`src/rtl/sfp_link_sequencer.sv`:
```
// ---------------------------------------------------------------------------
// sfp_link_sequencer
//
// Per-lane bring-up and recovery controller for the 10GBASE-R SFP lanes.
// Each lane walks WAIT_PLL -> REQ -> RST -> WAIT_LOCK -> DEBOUNCE -> UP.
// A single PCS reset slot is shared by all lanes and handed out round-robin,
// so at most one lane is pulsing its PCS reset at any time. Loss of the
// shared QPLL lock sends every lane back to WAIT_PLL.
//
// Ports
//   sysclk_100m     in   system clock, all logic on the rising edge
//   sys_reset       in   synchronous active-high reset
//   qpll_lock       in   shared QPLL lock (already synchronized)
//   pcs_resetdone   in   per-lane PCS/PMA reset done (synchronized)
//   pcs_block_lock  in   per-lane 64b/66b block lock (synchronized)
//   pcs_reset       out  per-lane PCS/PMA reset, high in WAIT_PLL/REQ/RST
//   link_up         out  per-lane, high only in UP
//   retry_cnt       out  per-lane saturating retry count, lane i at [8i+7:8i]
//   slot_busy       out  reset slot currently granted to a lane in RST
//
// All outputs come straight from flops.
// ---------------------------------------------------------------------------
module sfp_link_sequencer #(
    parameter int SFP_COUNT    = 2,
    parameter int RST_CYCLES   = 100,
    parameter int LOCK_TIMEOUT = 100000,
    parameter int UP_DEBOUNCE  = 1000
) (
    input  logic                   sysclk_100m,
    input  logic                   sys_reset,
    input  logic                   qpll_lock,
    input  logic [SFP_COUNT-1:0]   pcs_resetdone,
    input  logic [SFP_COUNT-1:0]   pcs_block_lock,
    output logic [SFP_COUNT-1:0]   pcs_reset,
    output logic [SFP_COUNT-1:0]   link_up,
    output logic [8*SFP_COUNT-1:0] retry_cnt,
    output logic                   slot_busy
);

    // One shared down-counter per lane, wide enough for the longest interval.
    localparam int CNT_MAX_A = (RST_CYCLES > LOCK_TIMEOUT) ? RST_CYCLES : LOCK_TIMEOUT;
    localparam int CNT_MAX   = (CNT_MAX_A > UP_DEBOUNCE) ? CNT_MAX_A : UP_DEBOUNCE;
    localparam int CNT_W     = $clog2(CNT_MAX + 1);
    localparam int PTR_W     = (SFP_COUNT > 1) ? $clog2(SFP_COUNT) : 1;

    // Counters are loaded with N-1 on state entry and the state exits on the
    // cycle the counter reads zero, giving exactly N cycles in the state.
    localparam logic [CNT_W-1:0] RST_LOAD  = CNT_W'(RST_CYCLES - 1);
    localparam logic [CNT_W-1:0] LOCK_LOAD = CNT_W'(LOCK_TIMEOUT - 1);
    localparam logic [CNT_W-1:0] DEB_LOAD  = CNT_W'(UP_DEBOUNCE - 1);

    typedef enum logic [2:0] {
        ST_WAIT_PLL  = 3'd0,
        ST_REQ       = 3'd1,
        ST_RST       = 3'd2,
        ST_WAIT_LOCK = 3'd3,
        ST_DEBOUNCE  = 3'd4,
        ST_UP        = 3'd5
    } state_t;

    state_t                   r_state [SFP_COUNT];
    logic [CNT_W-1:0]         r_cnt   [SFP_COUNT];
    logic [8*SFP_COUNT-1:0]   r_retry_cnt;
    logic [SFP_COUNT-1:0]     r_pcs_reset;
    logic [SFP_COUNT-1:0]     r_link_up;
    logic                     r_slot_busy;
    logic [PTR_W-1:0]         r_rr_ptr;

    logic                     w_grant_valid;
    logic [PTR_W-1:0]         w_grant_idx;
    logic [PTR_W-1:0]         w_scan_idx;
    logic [SFP_COUNT-1:0]     w_rst_stay;
    logic                     w_slot_next;

    function automatic logic [7:0] sat_inc(input logic [7:0] v);
        return (v == 8'hFF) ? v : v + 8'd1;
    endfunction

    // Round-robin arbiter: scan from the lane after the last grant. A grant
    // is only issued while the slot is free and the QPLL is locked (a QPLL
    // drop overrides any pending grant).
    always_comb begin
        // NOTE: every signal written here gets a default first, so no path
        // leaves it unassigned and no latch is inferred.
        w_grant_valid = 1'b0;
        w_grant_idx   = r_rr_ptr;
        w_scan_idx    = r_rr_ptr;
        if (!r_slot_busy && qpll_lock) begin
            for (int k = 1; k <= SFP_COUNT; k++) begin
                w_scan_idx = PTR_W'((int'(r_rr_ptr) + k) % SFP_COUNT);
                if (!w_grant_valid && r_state[w_scan_idx] == ST_REQ) begin
                    w_grant_valid = 1'b1;
                    w_grant_idx   = w_scan_idx;
                end
            end
        end
    end

    // The slot stays busy while its owner remains in RST next cycle, or when
    // a new grant is being issued this cycle.
    always_comb begin
        w_rst_stay = '0;
        for (int i = 0; i < SFP_COUNT; i++) begin
            w_rst_stay[i] = (r_state[i] == ST_RST) && (r_cnt[i] != '0) && qpll_lock;
        end
        w_slot_next = w_grant_valid | (|w_rst_stay);
    end

    // NOTE: all state and output flops use non-blocking assignments so every
    // lane sees the same pre-edge values regardless of loop order.
    always_ff @(posedge sysclk_100m) begin
        if (sys_reset) begin
            for (int i = 0; i < SFP_COUNT; i++) begin
                r_state[i] <= ST_WAIT_PLL;
                r_cnt[i]   <= '0;
            end
            r_retry_cnt <= '0;
            r_pcs_reset <= '1;
            r_link_up   <= '0;
            r_slot_busy <= 1'b0;
            r_rr_ptr    <= PTR_W'(SFP_COUNT - 1);
        end else begin
            r_slot_busy <= w_slot_next;
            if (w_grant_valid) begin
                r_rr_ptr <= w_grant_idx;
            end

            for (int i = 0; i < SFP_COUNT; i++) begin
                if (!qpll_lock) begin
                    // Global override; a lane in RST implicitly frees the slot.
                    r_state[i]     <= ST_WAIT_PLL;
                    r_pcs_reset[i] <= 1'b1;
                    r_link_up[i]   <= 1'b0;
                end else begin
                    unique case (r_state[i])
                        ST_WAIT_PLL: begin
                            r_state[i] <= ST_REQ;
                        end

                        ST_REQ: begin
                            if (w_grant_valid && w_grant_idx == PTR_W'(i)) begin
                                r_state[i] <= ST_RST;
                                r_cnt[i]   <= RST_LOAD;
                            end
                        end

                        ST_RST: begin
                            if (r_cnt[i] == '0) begin
                                r_state[i]     <= ST_WAIT_LOCK;
                                r_cnt[i]       <= LOCK_LOAD;
                                r_pcs_reset[i] <= 1'b0;
                            end else begin
                                r_cnt[i] <= r_cnt[i] - 1'b1;
                            end
                        end

                        ST_WAIT_LOCK: begin
                            // Lock is tested before the timeout so lock wins a tie.
                            if (pcs_resetdone[i] && pcs_block_lock[i]) begin
                                r_state[i] <= ST_DEBOUNCE;
                                r_cnt[i]   <= DEB_LOAD;
                            end else if (r_cnt[i] == '0) begin
                                r_state[i]            <= ST_REQ;
                                r_pcs_reset[i]        <= 1'b1;
                                r_retry_cnt[8*i +: 8] <= sat_inc(r_retry_cnt[8*i +: 8]);
                            end else begin
                                r_cnt[i] <= r_cnt[i] - 1'b1;
                            end
                        end

                        ST_DEBOUNCE: begin
                            // A drop on any cycle, including the last, restarts
                            // the lock wait with a fresh timeout.
                            if (!pcs_block_lock[i]) begin
                                r_state[i] <= ST_WAIT_LOCK;
                                r_cnt[i]   <= LOCK_LOAD;
                            end else if (r_cnt[i] == '0) begin
                                r_state[i]   <= ST_UP;
                                r_link_up[i] <= 1'b1;
                            end else begin
                                r_cnt[i] <= r_cnt[i] - 1'b1;
                            end
                        end

                        ST_UP: begin
                            if (!pcs_block_lock[i] || !pcs_resetdone[i]) begin
                                r_state[i]            <= ST_REQ;
                                r_link_up[i]          <= 1'b0;
                                r_pcs_reset[i]        <= 1'b1;
                                r_retry_cnt[8*i +: 8] <= sat_inc(r_retry_cnt[8*i +: 8]);
                            end
                        end

                        default: begin
                            r_state[i]     <= ST_WAIT_PLL;
                            r_pcs_reset[i] <= 1'b1;
                            r_link_up[i]   <= 1'b0;
                        end
                    endcase
                end
            end
        end
    end

    assign pcs_reset = r_pcs_reset;
    assign link_up   = r_link_up;
    assign retry_cnt = r_retry_cnt;
    assign slot_busy = r_slot_busy;

endmodule

```
`config.mk`:
```
export PLATFORM = sky130hd
export DESIGN_NAME = sfp_link_sequencer
export DESIGN_NICKNAME = d
export VERILOG_FILES = /design/src/rtl/sfp_link_sequencer.sv
export SDC_FILE = /design/constraint.sdc
export NUM_CORES = 1
export LEC_CHECK = 0
export CORE_MARGIN = 2
export CORE_UTILIZATION = 44
export CTS_CLUSTER_SIZE = 40
export DETAILED_ROUTE_END_ITERATION = 16
export DONT_BUFFER_PORTS = 1
export PLACE_DENSITY_LB_ADDON = 0.12
export REMOVE_ABC_BUFFERS = 1
export SLEW_MARGIN = 0
export SYNTH_ARGS = -nofsm -noshare
export SYNTH_HDL_FRONTEND = slang
export SYNTH_SLANG_ARGS = --single-unit
```
`constraint.sdc`:
```
create_clock -name sysclk_100m -period 4 [get_ports sysclk_100m]
set_clock_uncertainty 0.1 [all_clocks]
set_input_delay 0 -clock sysclk_100m [delete_from_list [all_inputs] [get_ports sysclk_100m]]
set_output_delay 0 -clock sysclk_100m [all_outputs]
set_load 0.03 [all_outputs]
```
==> impl_metrics.env <==
export IMPL_outcome="complete, no violations"
export IMPL_cap_violations=0
export IMPL_synth_warnings=0
export IMPL_min_from="qpll_lock"
export IMPL_final_core_util_pct=49.84
export IMPL_path_clk_slew_ns=0.07
export IMPL_fmax_mhz=330.5
export IMPL_criticalPathCategory="flop to flop"
export IMPL_cp_end_kind="flop"
export IMPL_cts_made_buffers=9
export IMPL_syn_to_final_growth_pct=9.685
export IMPL_final_antenna_net_count=0
export IMPL_clockBufferDepth=2
export IMPL_wirelength_mm=7.963
export IMPL_vias=2964
export IMPL_final_cells=509
export IMPL_grt_pass1_vias=2838
export IMPL_dieArea_um2=9238
export IMPL_dp_cells=486
export IMPL_cts_root_buf="clkbuf_8"
export IMPL_layout_nets=412
export IMPL_wl_per_cell_um=15.64
export IMPL_rrSetupSlack_ns=0.97
export IMPL_diodes=0
export IMPL_drv_slew=0
export IMPL_place_gp_congestion=0.7747
export IMPL_crit_reg2reg_launch="r_cnt[1][2]$_SDFFCE_PP0P_"
export IMPL_die_width_um=96.12
export IMPL_ir_drop_mv=0.2166
export IMPL_synth_main_ff_cell="edfxtp_1"
export IMPL_finalCritPeriodShare_pct=75.64
export IMPL_rsz0062_at_grt="false"
export IMPL_hold_viol_final=0
export IMPL_grt_pass1_wl_mm=13.43
export IMPL_ys_ff_latch=63
export IMPL_p_per_area_nw_per_um2=445.8
export IMPL_synthCells=398
export IMPL_layout_min_cycle_time_ns=3.026
export IMPL_synth_commonest_cells="edfxtp_1 (40), a21oi_1 (37), nor2_1 (34)"
export IMPL_route_detailed_drc=0
export IMPL_drive_above_1_share_pct=7.426
export IMPL_holdPathEnd="pcs_reset[0]$_SDFFE_PP1P_"
export IMPL_synth_distinct_cells=59
export IMPL_dpl_hpwl_mm=5.413
export IMPL_htreeDepth=3
export IMPL_numPortBuffers=0
export IMPL_finalSetupViolations=0
export IMPL_fp_dieH_um=96.12
export IMPL_crit_arrival_ns=3.01
export IMPL_crit_required_ns=3.99
export IMPL_ys_top_cells_by_area="edfxtp_1 (32%), dfxtp_1 (12%), a21oi_1 (5.0%), xnor2_1 (4.5%), nor2_1 (3.4%)"
export IMPL_slew_headroom_pct=45.83
export IMPL_synth_area_leader_cell="edfxtp_1"
export IMPL_power_w=0.001826
export IMPL_tns_ns=0
export IMPL_initialDrtViolationCount=88
export IMPL_cts_tree="yes"
export IMPL_synth_edf_count=40
export IMPL_drtPass1Iterations=4
export IMPL_p_leak_nw=1.388
export IMPL_yosysMostFrequentCell="edfxtp_1"
export IMPL_grt_max_degree=22
export IMPL_syn_area_um2=3734
export IMPL_clk_latency_ns=0.34
export IMPL_viasPerCell=5.823
export IMPL_avgSynthCellArea_um2=9.381
export IMPL_core_um2=8217
export IMPL_min_path_type="input pin to flop"
export IMPL_overflow=0
export IMPL_yosysSeqAreaShare_pct=44.50
export IMPL_grt_usage_pct=18.93
export IMPL_cts_resized=0
export IMPL_crit_path_max_fanout=17
export IMPL_worstMarginPinSlew_ns=0.8109
export IMPL_start_kind="flop"
export IMPL_async_reset_ff_share_pct=0
export IMPL_rows=33
export IMPL_io_pins=28
export IMPL_r2r_cells=6
export IMPL_initial_core_util_pct=45.44
export IMPL_antenna_found_initial=0
export IMPL_netlist_area_leader_share_pct=32.17
export IMPL_clkSinkCount=63
export IMPL_hold_ws_ns=0.01536
export IMPL_rr_endpoint="r_cnt[1][2]$_SDFFCE_PP0P_"
export IMPL_min_path_cells=3
==> metrics by stage <==
stage          worst slack (ns)  area, µm²
6_report                 0.9745       4095
5_1_grt                  0.8111       4095
4_1_cts                  0.9541       4095
3_5_place_dp             0.9669       3811
3_3_place_gp              1.038       3811
2_1_floorplan            0.6557       3635
==> where the power goes <==
group	total, W	switching [W]	internal (W)	leakage (nW)
clock	0.000583	0.000248	0.000335	0.110
sequential	0.000884	0.0000984	0.000786	0.612
combinational	0.000359	0.000202	0.000157	0.666
total	0.00183	0.000548	0.00128	1.39
==> worst max-delay path, cell delays in order (launching register included) <==
cell      delay (ns)
edfxtp_1        0.45
or4_1           0.68
or4_1           0.60
a21oi_1         0.26
nand2b_1        0.34
nand3b_1        0.11
buf_4           0.22
==> flip-flops by register name, indices dropped and copies added, names as in the netlist, named ones only <==
| register | cells |
|---|---|
| pcs_reset | 2 |
| r_cnt | 34 |
| slot_busy | 1 |
| r_rr_ptr | 1 |
| retry_cnt | 16 |
| r_state | 6 |
| link_up | 2 |
==> cells in the final DEF, fill, tap and decap left out, types with 7 or more instances in the layout <==
cell,count
dfxtp_1,23
dlygate4sd3_1,7
inv_1,11
o21ai_0,18
o31ai_1,8
xor2_1,13
nand2_1,25
nand3_1,10
xnor2_1,19
clkbuf_8,11
or3_1,13
a31oi_1,8
nor2_1,34
or4_1,11
a21oi_1,37
edfxtp_1,40
nor3_1,10
nand2b_1,10
==> area by class of cell <==
| type | instances | area [µm²] |
|---|---|---|
| Clock inverter | 1 | 5.005 |
| Inverter | 11 | 41.29 |
| Timing Repair Buffer | 13 | 115.1 |
| Tap cell | 105 | 131.4 |
| Fill cell | 750 | 4121 |
| Multi-Input combinational cell | 301 | 1932 |
| Sequential cell | 63 | 1662 |
| Clock buffer | 15 | 209.0 |
==> per-layer routing <==
layer / track usage (%) / routed length, µm
met5: 0 / 0
met4: 6.905 / 77
met3: 5.090 / 257
met2: 29.75 / 3814
met1: 25.04 / 3814
==> logic make-up (layout without fill, tap and decap cells) <==
family	count (synthesis)	after routing	share of synthesized area, %
mux	1	1	0.2681
buf+inv	34	40	3.753
compound gates	107	107	18.06
xor+xnor	32	32	7.507
simple gates	155	155	23.90
fa+ha+maj	6	6	2.011
flops	63	63	44.50
==> worst max path at each step <==
stage                                         start                    endpoint  slack, ns
after floorplan           r_cnt[0][4]$_SDFFCE_PN0P_   r_cnt[0][0]$_SDFFCE_PN0P_       0.66
after CTS                 r_cnt[1][2]$_SDFFCE_PP0P_       r_cnt[1][5]$_DFFE_PP_       0.95
after detailed placement  r_cnt[1][2]$_SDFFCE_PP0P_  r_cnt[1][12]$_SDFFCE_PP0P_       0.97
final                     r_cnt[1][2]$_SDFFCE_PP0P_   r_cnt[1][2]$_SDFFCE_PP0P_       0.97
after global routing      r_cnt[0][0]$_SDFFCE_PN0P_       r_cnt[1][0]$_DFFE_PP_       0.81
after global placement    r_cnt[1][2]$_SDFFCE_PP0P_  r_cnt[1][11]$_SDFFCE_PP0P_       1.04
==> what timing repair did <==
action,CTS,global route
endpoints found under the setup margin,0,0
hold buffers,7,0
hold endpoints to repair,27,0
buffers inserted,0,0
No activity file was read; power rests on OpenSTA's default activity.
